**src/rtl/uart_rx_word_fifo_if.sv**
```systemverilog
// Byte-in / word-out handshake between the UART receiver, the word FIFO and its consumer.
interface uart_rx_word_fifo_if;
  logic [7:0]  rx_data;
  logic        rx_valid;
  logic        pop;
  logic [31:0] word_data;
  logic        word_valid;

  modport master (output rx_data, rx_valid, pop, input word_data, word_valid);
  modport slave  (input rx_data, rx_valid, pop, output word_data, word_valid);
endinterface

```
**src/rtl/uart_rx_word_fifo.sv**
```systemverilog
// Packs received UART bytes into 32-bit words and queues them in a show-ahead FIFO;
// a stalled partial word is thrown away after TIMEOUT_CYCLES idle cycles.
module uart_rx_word_fifo #(
  parameter int DEPTH_LOG2     = 4,
  parameter bit MSB_FIRST      = 1'b1,
  parameter int TIMEOUT_CYCLES = 1000000
) (
  input  logic                  CLK,
  input  logic                  reset_n,
  input  logic                  flush,
  uart_rx_word_fifo_if.slave    bus,
  output logic [DEPTH_LOG2:0]   count,
  output logic [1:0]            byte_cnt,
  output logic                  overflow,
  output logic                  timeout_err
);
  localparam int DEPTH = 1 << DEPTH_LOG2;
  // idle only needs to count 0..TIMEOUT_CYCLES-1; expiry fires on the last value
  localparam int IW = (TIMEOUT_CYCLES > 1) ? $clog2(TIMEOUT_CYCLES) : 1;
  localparam logic [IW-1:0] IDLE_LAST = IW'((TIMEOUT_CYCLES > 0) ? TIMEOUT_CYCLES - 1 : 0);
  localparam logic [DEPTH_LOG2:0] FULL_CNT = (DEPTH_LOG2+1)'(DEPTH);

  logic [DEPTH-1:0][31:0]  mem;
  logic [DEPTH_LOG2-1:0]   rd_ptr, wr_ptr;
  logic [31:0]             asm_word, full_word;
  logic [IW-1:0]           idle;
  logic [1:0]              lane;
  logic                    word_done, pop_ok, full, push, expire;

  always_comb begin
    lane      = MSB_FIRST ? (2'd3 - byte_cnt) : byte_cnt;
    full_word = asm_word;
    full_word[{lane, 3'b000} +: 8] = bus.rx_data;
    word_done = bus.rx_valid & (byte_cnt == 2'd3) & ~flush;
    pop_ok    = bus.pop & (count != '0) & ~flush;
    full      = (count == FULL_CNT);
    push      = word_done & (~full | pop_ok);
    expire    = (TIMEOUT_CYCLES > 0) && !bus.rx_valid && (byte_cnt != 2'd0) && (idle == IDLE_LAST);
  end

  assign bus.word_valid = (count != '0);
  assign bus.word_data  = bus.word_valid ? mem[rd_ptr] : 32'h0;

  always_ff @(posedge CLK or negedge reset_n) begin
    if (!reset_n) begin
      count       <= '0;
      byte_cnt    <= 2'd0;
      overflow    <= 1'b0;
      timeout_err <= 1'b0;
      idle        <= '0;
      rd_ptr      <= '0;
      wr_ptr      <= '0;
      asm_word    <= 32'h0;
    end else if (flush) begin
      count       <= '0;
      byte_cnt    <= 2'd0;
      overflow    <= 1'b0;
      timeout_err <= 1'b0;
      idle        <= '0;
      rd_ptr      <= '0;
      wr_ptr      <= '0;
    end else begin
      if (bus.rx_valid) begin
        asm_word <= full_word;
        byte_cnt <= byte_cnt + 2'd1;
      end else if (expire) begin
        byte_cnt    <= 2'd0;
        timeout_err <= 1'b1;
      end
      if (bus.rx_valid || byte_cnt == 2'd0 || expire) idle <= '0;
      else                                            idle <= idle + 1'b1;
      if (push)   wr_ptr <= wr_ptr + 1'b1;
      if (pop_ok) rd_ptr <= rd_ptr + 1'b1;
      if (word_done && full && !pop_ok) overflow <= 1'b1;
      case ({push, pop_ok})
        2'b10:   count <= count + 1'b1;
        2'b01:   count <= count - 1'b1;
        default: count <= count;
      endcase
    end
  end

  // storage needs no reset: word_data is gated by count
  always_ff @(posedge CLK) begin
    if (push) mem[wr_ptr] <= full_word;
  end
endmodule
```
**src/flat_wrapper.sv**
```systemverilog
// flat-port wrapper written by rule: the top's interface ports become plain ports
module uart_rx_word_fifo_flat 
#(
  parameter int DEPTH_LOG2     = 4,
  parameter bit MSB_FIRST      = 1'b1,
  parameter int TIMEOUT_CYCLES = 1000000
)
  (CLK, reset_n, flush, count, byte_cnt, overflow, timeout_err, bus_rx_data, bus_rx_valid, bus_pop, bus_word_data, bus_word_valid);
  uart_rx_word_fifo_if bus_i ();
  input  logic CLK;
  input  logic reset_n;
  input  logic flush;
  output logic [DEPTH_LOG2:0] count;
  output logic [1:0] byte_cnt;
  output logic overflow;
  output logic timeout_err;
  input wire logic [$bits(bus_i.rx_data)-1:0] bus_rx_data;
  input wire logic [$bits(bus_i.rx_valid)-1:0] bus_rx_valid;
  input wire logic [$bits(bus_i.pop)-1:0] bus_pop;
  output wire logic [$bits(bus_i.word_data)-1:0] bus_word_data;
  output wire logic [$bits(bus_i.word_valid)-1:0] bus_word_valid;
  assign bus_i.rx_data = bus_rx_data;
  assign bus_i.rx_valid = bus_rx_valid;
  assign bus_i.pop = bus_pop;
  assign bus_word_data = bus_i.word_data;
  assign bus_word_valid = bus_i.word_valid;
  uart_rx_word_fifo #(.DEPTH_LOG2(DEPTH_LOG2), .MSB_FIRST(MSB_FIRST), .TIMEOUT_CYCLES(TIMEOUT_CYCLES)) u_core (.CLK(CLK), .reset_n(reset_n), .flush(flush), .bus(bus_i), .count(count), .byte_cnt(byte_cnt), .overflow(overflow), .timeout_err(timeout_err));
endmodule
```
**config.mk**
```make
export PLATFORM = sky130hd
export DESIGN_NAME = uart_rx_word_fifo_flat
export DESIGN_NICKNAME = d
export VERILOG_FILES = /design/src/rtl/uart_rx_word_fifo_if.sv /design/src/rtl/uart_rx_word_fifo.sv /design/src/flat_wrapper.sv
export SDC_FILE = /design/constraint.sdc
export NUM_CORES = 1
export LEC_CHECK = 0
export CAP_MARGIN = 5
export CORE_ASPECT_RATIO = 0.5
export CORE_MARGIN = 2
export CORE_UTILIZATION = 34
export CTS_CLUSTER_DIAMETER = 200
export DETAILED_ROUTE_END_ITERATION = 10
export GPL_TIMING_DRIVEN = 1
export PLACE_DENSITY = 0.49
export SLEW_MARGIN = 30
export SYNTH_ARGS = -nofsm -noshare
export SYNTH_HDL_FRONTEND = slang
export SYNTH_SLANG_ARGS = --single-unit
```
**constraint.sdc**
```tcl
create_clock -name CLK -period 11.95 [get_ports CLK]
set_clock_uncertainty 0.05 [all_clocks]
set_input_delay 3.585 -clock CLK [delete_from_list [all_inputs] [get_ports CLK]]
set_output_delay 3.585 -clock CLK [all_outputs]
set_load 0.02 [all_outputs]
```
==> Word-level counts from Yosys, hierarchy flattened <==
Cells that the tools add are included.
{ "word_totals": {"elab_cells": 94, "input_bits": 13, "register_bits": 581, "output_inout_bits": 42} }
{ "op_classes": {"add_sub_neg": 8, "mux": 23, "n_eq_ne": 6, "bitwise": 8, "shift": 2, "magnitude_cmp": 3, "n_reduce_logical": 20} }
{ "op_table": {"columns": ["operator", "count"], "rows": [
  ["bitwise mux 512 bit", 1],
  ["binary-select mux 32 bit (select 4 bit)", 1],
  ["demux 32 bit (select 4 bit)", 1],
  ["2-to-1 mux 32 bit", 3],
  ["2-to-1 mux 20 bit", 2],
  ["bitwise mux 32 bit", 1],
  ["variable shift 8 x 7 -> 32 bit, first input constant", 1],
  ["variable part select 8 x 7 -> 32 bit", 1],
  ["adder 20 x 1 -> 20 bit, second input constant", 1],
  ["equality test 20 bit, second input constant", 1],
  ["2-to-1 mux 4 bit", 4],
  ["< comparator 4 x 5 -> 1 bit, second input constant", 2],
  ["case mux 5 bit (2 select lines)", 1],
  ["nonzero test 2 bit", 5],
  ["adder 4 x 1 -> 4 bit, second input constant", 2],
  ["negation 5 -> 7 bit", 1],
  ["2-to-1 mux 2 bit", 3],
  ["nonzero test 3 bit", 2],
  ["adder 5 x 1 -> 5 bit, second input constant", 1],
  ["AND 1 bit", 5],
  ["equality test 5 bit, second input constant", 1],
  ["logical AND 1 bit", 5],
  ["2-to-1 mux 1 bit", 5],
  ["2-to-1 mux 5 bit", 1],
  ["other kinds (14)", 19]
]} }

==> Depth between registers and ports, before layout <==
{ "depth": {"word_depth": 8, "depth_mapped": 11, "mapped_depth_nobuf": 10} }

==> Worst setup path after synthesis <==
Ideal clock, no wire load.
{ "synth_timing": {"path_type": "input to register", "from": "input flush", "to": "register u_core.mem[100] in the netlist's numbering (enable)", "arrival_ns": 6.669, "path_slack_ns": 4.769, "t_required_ns": 11.439, "path_stages": 4, "n_path_buf": 0, "setup_time_ns": 0.461, "cell_sequence": "nand3b_1 > a31oi_2 > nand2_1 > nor3_1"} }
{ "synth_between": {"elab_chain_cells": 4, "elab_cells_between_ends": 5, "cone_classes": "5 x bitwise"} }
{ "synth_lines": {"columns": ["element", "line_no", "text"], "rows": [
  ["start, declared", "flat_wrapper.sv:12", "input logic flush;"],
  ["inverter 1 bit (no line) (*)", null, null],
  ["AND 1 bit", "uart_rx_word_fifo.sv:35", "pop_ok = bus.pop & (count != '0) & ~flush;"],
  ["bitwise OR 1 bit", "uart_rx_word_fifo.sv:37", "push = word_done & (~full | pop_ok);"],
  ["AND 1 bit (*)", "uart_rx_word_fifo.sv:37", null],
  ["end signal, assigned by index", "uart_rx_word_fifo.sv:85", "if (push) mem[wr_ptr] <= full_word;"],
  ["end, declared", "uart_rx_word_fifo.sv:23", "logic [DEPTH-1:0][31:0] mem;"]
]} }
Mark *: on every way between the ends. The rest lies on a longest branch, timed or not.
A chain may end at the register's enable or synchronous reset.

==> Worst setup path after layout <==
{ "layout_timing": {"from": "register u_core.rd_ptr[1]", "to": "output bus_word_data[17]"} }
{ "layout_between": {"elab_chain_cells": 3} }
{ "layout_lines": {"columns": ["element", "line_no", "text"], "rows": [
  ["start, declared", "uart_rx_word_fifo.sv:24", "logic [DEPTH_LOG2-1:0] rd_ptr, wr_ptr;"],
  ["start signal, assigned", "uart_rx_word_fifo.sv:73", "if (pop_ok) rd_ptr <= rd_ptr + 1'b1;"],
  ["binary-select mux 32 bit (select 4 bit)", "uart_rx_word_fifo.sv:42", "assign bus.word_data = bus.word_valid ? mem[rd_ptr] : 32'h0;"],
  ["2-to-1 mux 32 bit (implied by the code)", "uart_rx_word_fifo.sv:42", null],
  ["2-to-1 mux 32 bit", "uart_rx_word_fifo.sv:42", null],
  ["end, declared", "flat_wrapper.sv:20", "output wire logic [$bits(bus_i.word_data)-1:0] bus_word_data;"]
]} }
No other way between the ends. The select of a mux whose other input is x is not followed.

==> results.toml <==
[setup_path]
crit-reg2reg-launch = "u_core.byte_cnt[0]"
critical_path.top_delay_family = "buffers and inverters"
timing.critical_path.cells = "buf_4, buf_4, mux4_2, mux2i_1, o22ai_1, clkdlybuf4s50_1"
cpMostUsedCell = "buf_4"
timing.critical_path.slowest_cell_delay_ns = 0.85
regToRegSetupSlack_ns = 7.51
path_depth = 6
path_class = "register to primary output"
critPathLaunchType = "register"
worstPathMaxFanout = 47
r2r.worst_path.cells = 6
worst_r2r_endpoint = "u_core.mem[151]"
critical_path.slowest_cell = "dfrtp_4"
critical_path_arrival_ns = 4.40
worstPathRequired_ns = 8.32
endpoint_kind = "primary output"
crit_buf_inv = 3

[pwr]
cell_int_power_uw = 3860
peakVddDrop_mv = 0.107
clockPowerShare_pct = 31.5
power_switching_uw = 1510
comb_power_share_pct = 23.6
power.share.switching_pct = 28.1
seqPwrFrac_pct = 44.8
power_density_nw_per_um2 = 201
power_leakage_uw = 0.00853

[sta]
finalCriticalPeriod_ns = 8.04
setup_violations = 0
final-hold-violation-count = 0
layout_worst_path_cycle_share_pct = 67.3
final-max-slew-violation-count = 0
rsz0062_at_grt = "false"
slew_at_the_pin_with_the_worst_max_slew_slack_ns = 0.932
timing.max_slew.rel_slack_pct = 37.7
timing.fmax_ghz = 0.124
setup_total_negative_slack_ns = 0

[final_layout]
syn_to_final_growth_pct = 16.0
nFillCells = 5932
utilization_pct = 39.9
final_common_cell = "edfxtp_1"
finish.cell_count_without_fillers = 2240
layout-drive-gt1-share_pct = 23.7
layout_common_cells = "edfxtp_1 (512), mux4_2 (128), mux2i_1 (66), dfrtp_1 (66), clkbuf_16 (55)"
final_nets = 1322

[clock_network]
tritoncts_clock_tree = "yes"
root_buffer = "clkbuf_16"
cts_repair_resize_count = 0
h-tree-depth = 2
clock_sink_count = 581
clk_latency_ns = 0.60
cts_made_buffers = 55
max-clock-path-buffers = 3
cts_hold_buf = 0
cts.reportedPaths.clkPinSlew_ns = 0.07
cts_setup_buffers = 0

[drt]
wl_per_cell_um = 25.0
route.detailed.vias_per_inst = 5.20
detailedRoute.firstPassIterationCount = 5
routed-via-count = 11700
drc_violation_total_after_the_first_tritonroute_iteration = 1105
totalWireLength_um = 56100
antenna_left = 0
drc_errors = 0

[logic_synthesis]
synth-seq-area-share_pct = 74.2
syn_nets = 1214
yosys_warnings = 0
yosys_cell_types = 52
synth-main-ff-cell = "edfxtp_1"
syn-cell-area_um2 = 23000
synthCells = 1188
syn-mean-instance-area_um2 = 19.4
ys_seq_elements = 581
number_of_flops_mapped_to_enable_cells_by_yosys = 512
async_reset_ff_share_pct = 11.9

[die]
core_um2 = 67000
floorplan.die.width_um = 372
floorplan.die_area_um2 = 70000
design.portCount = 55
fp.dieH_um = 188
floorplan.rows = 67
initial_utilization_pct = 34.4

[global_routing]
globalRoute.totalOverflow = 0
grt_start_max_net_pins = 70
first_pass_grt_wire_length_um = 82400
antenna_found_initial = 1
grtUsageTotal_pct = 16.2
grt_pass1_vias = 12200

[worst_hold_path]
worstHoldPathCells = 1
worst_hold_path_type = "register to register"
holdPathEnd = "u_core.asm_word[13]"
timing.hold.worst.start = "u_core.asm_word[13]"

[run]
cap_viol_max_count = 0

[place]
dp_cells = 2136
place.port_buffers = 54
gp_congestion = 0.723
dp.final_hpwl_um = 30500

[run_status]
outcome = "completed"
## power by group through the flow
| stage | Combinational [uW] | Sequential [uW] | Clock [uW] |
|---|---|---|---|
| finish | 1270 | 2410 | 1690 |
| CTS | 1290 | 2410 | 1740 |
| detailed placement | 1290 | 2450 | 0 |
| global route | 1370 | 2420 | 1830 |
| floorplan | 852 | 2410 | 0 |
| global placement | 1270 | 2450 | 0 |
## stage by stage
step                      hold slack, ns  setup WS (ns)  total power [uW]  instance area [um2]
after floorplan                    0.423           4.77              3270                23000
after global placement             0.440           4.58              3720                25000
after detailed placement           0.443           4.54              3740                25000
after CTS                          0.459           3.89              5440                26700
after global routing               0.476           3.76              5610                26700
final                              0.458           3.91              5370                26700
## cells by family (layout without fill, tap and decap cells)
| kind of cell | count (synthesis) | count (layout) | share of synthesized area (%) |
|---|---|---|---|
| AOI/OAI and AO/OA | 92 | 92 | 2.49 |
| xor gates and xnor gates | 26 | 26 | 0.988 |
| adders and majority gates | 13 | 13 | 0.706 |
| buffers and inverters | 96 | 250 | 1.73 |
| DFF | 581 | 581 | 74.2 |
| muxes | 219 | 219 | 16.6 |
| other | 0 | 1 | 0 |
| and+or+nand+nor | 161 | 161 | 3.30 |
## worst max-delay path by stage
stage | from | endpoint | slack [ns]
floorplan | flush | u_core.mem[100] | 4.77
global placement | u_core.rd_ptr[1] | bus_word_data[20] | 4.58
detailed placement | u_core.rd_ptr[1] | bus_word_data[17] | 4.54
CTS | u_core.rd_ptr[1] | bus_word_data[17] | 3.89
global route | u_core.rd_ptr[1] | bus_word_data[10] | 3.76
finish | u_core.rd_ptr[1] | bus_word_data[17] | 3.91
## synthesized netlist by cell type, types with 2 or more instances
| cell | count | area, um2 |
|---|---|---|
| o22ai_1 | 33 | 206 |
| and4_1 | 2 | 17.5 |
| ha_1 | 13 | 163 |
| nand2_1 | 55 | 206 |
| dfrtp_1 | 69 | 1730 |
| nand3_1 | 14 | 70.1 |
| buf_1 | 13 | 48.8 |
| a22o_1 | 8 | 70.1 |
| nor2_1 | 50 | 188 |
| nand2b_1 | 7 | 43.8 |
| nand3b_1 | 2 | 15.0 |
| mux2_2 | 25 | 282 |
| nor4_1 | 3 | 18.8 |
| a21oi_1 | 4 | 20.0 |
| edfxtp_1 | 512 | 15400 |
| xor2_1 | 18 | 158 |
| xnor2_1 | 8 | 70.1 |
| nor3_1 | 10 | 50.1 |
| inv_1 | 40 | 150 |
| o21ai_0 | 35 | 175 |
| mux4_2 | 128 | 2880 |
| mux2i_1 | 66 | 661 |
| buf_6 | 2 | 22.5 |
| o31ai_1 | 2 | 15.0 |
| nand4_1 | 4 | 25.0 |
| clkbuf_1 | 24 | 90.1 |
| buf_2 | 15 | 75.1 |
| and3_1 | 2 | 12.5 |
## worst reg2reg max path: stages, from the launching register on
cell      delay [ns]
dfrtp_1         0.60
ha_1            0.66
nand3b_1        0.62
a31oi_2         0.58
nand2_1         0.33
nor2_4          0.81
buf_4           0.46
## flip-flops by register name, indices dropped and copies added (netlist names)
register,cells
u_core.count,5
u_core.overflow,1
u_core.mem,512
u_core.rd_ptr,4
u_core.asm_word,32
u_core.wr_ptr,4
u_core.timeout_err,1
u_core.idle,20
u_core.byte_cnt,2
## cell type report
cell class	instances	area, um2	share of cell area [%]
Tap cell	897	1120	4.20
Inverter	41	154	0.576
Antenna cell	1	2.50	0.00936
Sequential cell	581	17100	64.0
Clock inverter	31	272	1.02
Multi-Input combinational cell	511	5690	21.3
Timing Repair Buffer	106	932	3.49
Clock buffer	72	1440	5.39
## per-layer routing
metal | vias to the layer above | global-route usage, % | part of all wire (%)
li1 | 4978 | - | -
met1 | 6327 | 23.7 | 47
met2 | 284 | 25.4 | 47
met3 | 70 | 2.84 | 4.8
met4 | 0 | 3.15 | 1.7
met5 | - | 0 | 0
Note: power is estimated with default switching activity, not from simulation.
